## src/rtl/instr_fetch.sv

```systemverilog
// Fetch stage: owns the PC, drives the ROM address and hands one- or two-word instructions to decode.
// Two-word (LDS/STS/JMP/CALL) assembly is enabled by defining IFETCH_TWO_WORD_EN.
module instr_fetch #(
    parameter int unsigned DATA_WIDTH = 16,
    parameter int unsigned ADDR_WIDTH = 8,
    parameter int unsigned RESET_PC   = 0
) (
    input  logic                  clk,
    input  logic                  reset,
    output logic [ADDR_WIDTH-1:0] rom_addr,
    input  logic [DATA_WIDTH-1:0] rom_data,
    input  logic                  stall,
    input  logic                  branch_valid,
    input  logic [ADDR_WIDTH-1:0] branch_target,
    output logic [DATA_WIDTH-1:0] instr,
    output logic [DATA_WIDTH-1:0] instr_ext,
    output logic [ADDR_WIDTH-1:0] instr_pc,
    output logic                  instr_two,
    output logic                  instr_valid,
    input  logic                  instr_ready
);

`ifdef IFETCH_TWO_WORD_EN
    localparam bit TWO_WORD_EN = 1'b1;
`else
    localparam bit TWO_WORD_EN = 1'b0;
`endif

    typedef enum logic {S_WORD1, S_WORD2} state_t;

    state_t                state;
    logic [ADDR_WIDTH-1:0] pc;
    logic [ADDR_WIDTH-1:0] word1_pc;
    logic [DATA_WIDTH-1:0] word1;
    logic                  slot_free;
    logic                  advance;
    logic                  two_word;

    assign rom_addr  = pc;
    assign slot_free = !instr_valid || instr_ready;
    assign advance   = slot_free && !stall && !branch_valid;

    // LDS/STS or JMP/CALL opcode; folds to 0 when the feature is disabled, removing S_WORD2.
    assign two_word = TWO_WORD_EN &&
        (((rom_data & DATA_WIDTH'(16'hFC0F)) == DATA_WIDTH'(16'h9000)) ||
         ((rom_data & DATA_WIDTH'(16'hFE0C)) == DATA_WIDTH'(16'h940C)));

    always_ff @(posedge clk) begin
        if (reset) begin
            pc          <= ADDR_WIDTH'(RESET_PC);
            state       <= S_WORD1;
            instr       <= '0;
            instr_ext   <= '0;
            instr_pc    <= '0;
            instr_two   <= 1'b0;
            instr_valid <= 1'b0;
            word1       <= '0;
            word1_pc    <= '0;
        end else if (branch_valid) begin
            // Redirect drops both the offered instruction and any half-assembled one.
            pc          <= branch_target;
            state       <= S_WORD1;
            instr_valid <= 1'b0;
        end else if (advance) begin
            pc <= pc + ADDR_WIDTH'(1);
            case (state)
                S_WORD1: begin
                    if (two_word) begin
                        // Slot is free here, so any offered instruction was just consumed.
                        word1       <= rom_data;
                        word1_pc    <= pc;
                        state       <= S_WORD2;
                        instr_valid <= 1'b0;
                    end else begin
                        instr       <= rom_data;
                        instr_ext   <= '0;
                        instr_two   <= 1'b0;
                        instr_pc    <= pc;
                        instr_valid <= 1'b1;
                    end
                end
                S_WORD2: begin
                    instr       <= word1;
                    instr_ext   <= rom_data;
                    instr_two   <= 1'b1;
                    instr_pc    <= word1_pc;
                    instr_valid <= 1'b1;
                    state       <= S_WORD1;
                end
            endcase
        end else if (instr_ready) begin
            instr_valid <= 1'b0;
        end
    end

endmodule

```

## config.mk

```make
export PLATFORM = sky130hd
export DESIGN_NAME = instr_fetch
export DESIGN_NICKNAME = d
export VERILOG_FILES = /design/src/rtl/instr_fetch.sv
export SDC_FILE = /design/constraint.sdc
export NUM_CORES = 1
export LEC_CHECK = 0
export BUFFER_PORTS_ARGS = -buffer_cell sky130_fd_sc_hd__buf_4
export CORE_MARGIN = 4
export CORE_UTILIZATION = 48
export DETAILED_ROUTE_END_ITERATION = 10
export PLACE_DENSITY_LB_ADDON = 0.08
export REMOVE_ABC_BUFFERS = 1
export SETUP_SLACK_MARGIN = 0.2
export SYNTH_ARGS = -nofsm -noshare
export SYNTH_HDL_FRONTEND = slang
export SYNTH_SLANG_ARGS = --single-unit
```

## constraint.sdc

```tcl
create_clock -name clk -period 2.9 [get_ports clk]
set_clock_uncertainty 0.05 [all_clocks]
set_input_delay 0.58 -clock clk [delete_from_list [all_inputs] [get_ports clk]]
set_output_delay 0.58 -clock clk [all_outputs]
set_load 0.005 [all_outputs]
```

==> flow_metrics.env, run 1 <==
export IMPL_status="complete, no violations"
export IMPL_grt_max_degree=34
export IMPL_die_h_microns=64.6
export IMPL_synth_area_per_cell_sq_um=8.17
export IMPL_worstPathArrival_ns=1.95
export IMPL_ant_nets=0
export IMPL_worstPathMaxFanout=24
export IMPL_ys_types=30
export IMPL_htreeDepth=2
export IMPL_hold_buffers=0
export IMPL_worstMarginPinSlew_ns=0.800
export IMPL_dpl_cell_area_sq_um=1900
export IMPL_cellPowerDensity_nw_per_um2=466
export IMPL_critical_path_class="flop to flop"
export IMPL_viasPerCell=4.71
export IMPL_setup_violations=0
export IMPL_syn_inst=188
export IMPL_crit_required_ns=3.10
export IMPL_hold_viol=0
export IMPL_max_slew_margin=0.467
export IMPL_crit_path_start_kind="flop"
export IMPL_drive_gt1_frac=0.307
export IMPL_fin_area_sq_um=1970
export IMPL_clock_latency_ns=0.32
export IMPL_clockBufferDepth=2
export IMPL_first_iter_violations=43
export IMPL_antenna_found_initial=0
export IMPL_finalCriticalPeriod_ns=1.75
export IMPL_fin_crit_sh=0.602
export IMPL_post_cts_buffers=0
export IMPL_max_freq_mhz=572
export IMPL_dpl_cell_count=280
export IMPL_rows=20
export IMPL_cts_resized_gates=0
export IMPL_ys_seq_area_frac=0.430
export IMPL_end_kind="flop"
export IMPL_ys_ff_latch=33
export IMPL_wl_per_cell_microns=11.2
export IMPL_io_pins=79
export IMPL_clk_pin_slew_ns=0.09
export IMPL_numCtsBuffers=5
export IMPL_diodes=0
export IMPL_grt_pass1_vias=1224
export IMPL_track_usage=0.162
export IMPL_clock_tree_root_cell="clkbuf_4"
export IMPL_syn_area_sq_um=1540
export IMPL_cts_tree="done"
export IMPL_dieWidth_microns=64.6
export IMPL_remaining_drc_errors=0
export IMPL_first_pass_iters=4
export IMPL_max_vdd_ir_drop_v=0.000277
export IMPL_slew_violations=0
export IMPL_fin_nets=273
export IMPL_rsz0062_at_grt="no"
export IMPL_areaGrowthSynthToFinish_pct=28.5
export IMPL_numClockSinks=33
export IMPL_die_area_sq_um=4170
export IMPL_grt_pass1_wl_mm=5.35
export IMPL_power_leakage_nw=0.903
export IMPL_gr_total_overflow=0
export IMPL_drv_cap=0
export IMPL_coreArea_sq_um=3050
export IMPL_hold_path_class="flop to flop"
export IMPL_portBuffers=61
export IMPL_dp_hpwl_mm=2.44
export IMPL_routed_wl_mm=3.21
export IMPL_start_util=0.503
export IMPL_routabilityCongestion=0.780
export IMPL_stdcell_count=288
export IMPL_vias=1356
export IMPL_fin_tns_setup_ns=0
export IMPL_synth_warnings=0
==> where the power goes <==
group | internal, mW | total, mW | switching [mW] | leakage (nW)
Sequential | 0.475 | 0.495 | 0.0196 | 0.270
Clock | 0.140 | 0.285 | 0.145 | 0.0413
Combinational | 0.0754 | 0.141 | 0.0655 | 0.591
Total | 0.691 | 0.921 | 0.230 | 0.903
==> layout by cell type (no fill, tap or decap), types with 3 or more instances in the layout <==
cell      netlist  routed
a211oi_1        4       4
a21oi_1        29      29
buf_4          17      62
clkbuf_4        0       5
conb_1          1      17
dfxtp_1        33      33
inv_1           6       6
nand2_1        48      48
nand3_1         3       3
nor2b_1         3       3
nor3_1          5       5
o21a_1          5       5
xor2_1          5       5
==> flip-flops by register name, summed over array words and instances (netlist names) <==
| register | cells |
|---|---|
| instr | 16 |
| instr_valid | 1 |
| instr_pc | 8 |
| rom_addr | 8 |
==> critical path: stages, from the launching register on <==
cell     delay, ns
dfxtp_1       0.34
nor2b_4       0.28
or3_1         0.68
nand2_1       0.13
a21oi_1       0.18
==> path summary, 6_finish.rpt <==
check,depth (start not counted),to,start,slack (ns)
max,4,instr[11],instr_valid,1.15
min,2,instr[0],instr[0],0.41
max reg2reg,4,instr[11],instr_valid,1.15
min reg2reg,2,instr[0],instr[0],0.41
==> final cells by class <==
class	count	area, sq um
sequential	33	661
tap	44	55.1
fill	287	1080
multi-input combinational	135	701
clock inverter	1	5.00
inverter	6	22.5
clock buffer	7	65.1
timing repair buffer	62	465
==> synthesized netlist by cell type, drive strengths merged <==
cell type | count | area (sq um)
nand2 | 50 | 193
dfxtp | 33 | 661
a21oi | 29 | 145
buf | 27 | 201
inv | 6 | 22.5
nor3 | 6 | 41.3
o21a | 5 | 37.5
xor2 | 5 | 43.8
a211oi | 4 | 30.0
nor2b | 4 | 32.5
clkbuf | 3 | 11.3
nand3 | 3 | 15.0
nand4 | 2 | 12.5
nor2 | 2 | 15.0
a2111oi | 1 | 10.0
and3 | 1 | 6.26
and4b | 1 | 10.0
conb | 1 | 3.75
ha | 1 | 12.5
nor3b | 1 | 7.51
nor4b | 1 | 8.76
nor4bb | 1 | 10.0
or3 | 1 | 6.26
==> stage by stage <==
| stage | util | power [mW] | hold slack (ns) | setup slack, ns |
|---|---|---|---|---|
| final | 0.647 | 0.921 | 0.409 | 1.15 |
| after global routing | 0.647 | 0.974 | 0.430 | 0.991 |
| after CTS | 0.647 | 0.933 | 0.412 | 1.12 |
| after detailed placement | 0.624 | 0.648 | 0.398 | 0.799 |
| after global placement | 0.624 | 0.644 | 0.392 | 0.909 |
| after floorplan | - | 0.559 | 0.397 | 1.25 |
==> metal layers <==
| layer | track usage | part of all wire | up-vias |
|---|---|---|---|
| met3 | 0.0624 | 0.096 | 7 |
| li1 | - | - | 692 |
| met1 | 0.187 | 0.41 | 603 |
| met5 | 0 | 0 | - |
| met4 | 0.0633 | 0.016 | 0 |
| met2 | 0.271 | 0.48 | 54 |
==> cells by family (layout without fill, tap and decap cells) <==
logic type,after synthesis,after routing,share of synthesized area
DFF,33,33,0.430
other,1,17,0.00244
buffers and inverters,36,76,0.153
AOI/OAI and AO/OA,39,39,0.145
xor gates and xnor gates,5,5,0.0285
adders and majority gates,1,1,0.00814
and+or+nand+nor,73,73,0.233
No activity file was read; power rests on OpenSTA's default activity.
==> run 2, diff against run 1 <==
- CORE_UTILIZATION: 48 -> 45
- clock period: 2.9 -> 1.65 ns (I/O delays scaled with it)
==> flow_metrics.env, run 2 (synthesis results as in run 1) <==
export IMPL_finalCriticalPeriod_ns=1.40
export IMPL_clk_pin_slew_ns=0.10
export IMPL_routed_wl_mm=3.34
export IMPL_path_depth=4
export IMPL_layout_setup_ws_ns=0.252
export IMPL_grt_max_degree=34
export IMPL_die_area_sq_um=4410
export IMPL_critPathLaunch="rom_addr[2]"
export IMPL_slowest_delay_ns=0.46
export IMPL_remaining_drc_errors=0
export IMPL_fin_tns_setup_ns=0
export IMPL_ant_nets=0
export IMPL_critical_path_slowest_cell="dfxtp_1"
export IMPL_swShare=0.250
export IMPL_hold_path_class="input pin to flop"
export IMPL_final_cell_mix="66 x buf_4, 48 x nand2_1, 31 x dfxtp_1"
export IMPL_setup_violations=0
export IMPL_numCtsBuffers=5
export IMPL_cp_cell_sequence="and3_1, nor4b_1, xor2_1, o21a_1"
export IMPL_portBuffers=61
export IMPL_hold_viol=0
export IMPL_crit_buf_inv=0
export IMPL_pre_cts_ws_ns=0.155
export IMPL_hold_buffers=0
export IMPL_power_leakage_nw=0.929
export IMPL_slew_violations=0
export IMPL_track_usage=0.159
export IMPL_coreArea_sq_um=3150
export IMPL_end_kind="flop"
export IMPL_stdcell_count=293
export IMPL_power_frac_clock=0.307
export IMPL_status="complete, no violations"
export IMPL_start_util=0.487
export IMPL_first_iter_violations=62
export IMPL_numClockSinks=33
export IMPL_largest_reg_flops=16
export IMPL_grt_pass1_wl_mm=5.49
export IMPL_die_h_microns=66.4
export IMPL_clockBufferDepth=2
export IMPL_vias=1368
export IMPL_dpl_cell_count=283
export IMPL_crit_path_start_kind="flop"
export IMPL_dieWidth_microns=66.4
export IMPL_num_fill_cells=304
export IMPL_power_frac_comb=0.159
export IMPL_fin_crit_sh=0.848
export IMPL_rows=20
export IMPL_htreeDepth=2
export IMPL_worstPathArrival_ns=1.58
export IMPL_viasPerCell=4.67
export IMPL_diodes=0
export IMPL_fin_nets=278
export IMPL_drive_gt1_frac=0.329
export IMPL_routabilityCongestion=0.802
export IMPL_r2r_end="rom_addr[5]"
export IMPL_dp_hpwl_mm=2.54
export IMPL_gr_total_overflow=0
export IMPL_r2r_start="rom_addr[2]"
export IMPL_critical_path_class="flop to flop"
export IMPL_regMostFlops="instr"
export IMPL_regToRegSetupSlack_ns=0.25
export IMPL_layout_commonest_cell="buf_4"
export IMPL_cellPowerDensity_nw_per_um2=809
export IMPL_first_pass_iters=5
export IMPL_crit_family="simple AND/OR/NAND/NOR gates"
export IMPL_rsz0062_at_grt="yes"
export IMPL_r2r_cells=4
export IMPL_crit_required_ns=1.83
export IMPL_p_seq_frac=0.534
export IMPL_worstPathMaxFanout=7
export IMPL_whs_ns=0.198
export IMPL_cts_tree="done"
export IMPL_power_internal_mw=1.22
export IMPL_io_pins=79
export IMPL_drv_cap=0
export IMPL_clock_tree_root_cell="clkbuf_4"
export IMPL_grt_pass1_vias=1273
export IMPL_critPathCapture="rom_addr[5]"
export IMPL_max_vdd_ir_drop_v=0.000610
export IMPL_max_freq_mhz=715
export IMPL_clock_latency_ns=0.32
export IMPL_wl_per_cell_microns=11.4
export IMPL_antenna_found_initial=0
export IMPL_switching_power_mw=0.408
export IMPL_areaGrowthSynthToFinish_pct=31.4
==> run 2: cell types whose count changed in the layout (fill, tap and decap cells not counted), sizes merged <==
| cell | before | now |
|---|---|---|
| buf | 62 | 67 |
==> run 2: power by group through the flow <==
stage          logic [mW]  registers (mW)  clock network [mW]
4_1_cts             0.258           0.871               0.518
3_5_place_dp        0.257           0.889                   0
2_1_floorplan      0.0952           0.887                   0
3_3_place_gp        0.249           0.889                   0
5_1_grt             0.292           0.879               0.559
6_report            0.260           0.872               0.501
==> run 2: timing repair <==
item                                    in CTS  in global routing
setup buffers                                0                  2
endpoints found under the setup margin       0                 26
gates resized for setup                      0                  3
==> run 2: area by class of cell <==
cell class	count	area (sq um)	area share
Clock buffer	7	65.1	0.0322
Tap cell	44	55.1	0.0273
Inverter	6	22.5	0.0112
Timing Repair Buffer	67	507	0.251
Clock inverter	1	5.00	0.00248
Sequential cell	33	663	0.329
Multi-Input combinational cell	135	701	0.347
==> run 2: per-stage QoR <==
step	power, mW	cell area, sq um	util
final	1.63	2020	0.640
after global routing	1.73	2020	0.640
after CTS	1.65	2000	0.633
after detailed placement	1.15	1930	0.611
after global placement	1.14	1930	0.611
after floorplan	0.982	1380	-
==> run 2: worst min path at each step <==
stage	startpoint	end	slack (ns)	cells past startpoint
after floorplan	reset	instr[0]	0.35	1
after global placement	instr[5]	instr[5]	0.39	2
after detailed placement	instr[15]	instr[15]	0.40	2
after CTS	rom_data[1]	instr[1]	0.18	3
after global routing	rom_data[8]	instr[8]	0.17	3
final	rom_data[1]	instr[1]	0.20	3
==> run 2: routing by layer <==
| layer | wire length (microns) | track usage | vias to the layer above |
|---|---|---|---|
| met1 | 1440 | 0.189 | 590 |
| li1 | - | - | 708 |
| met5 | 0 | 0 | - |
| met2 | 1480 | 0.265 | 66 |
| met3 | 385 | 0.0595 | 4 |
| met4 | 39 | 0.0457 | 0 |
==> run 2: worst reg2reg max path: stages (launching register included) <==
cell and delay [ns]:
dfxtp_1 0.46, and3_1 0.20, nor4b_1 0.30, xor2_1 0.11
o21a_1 0.18
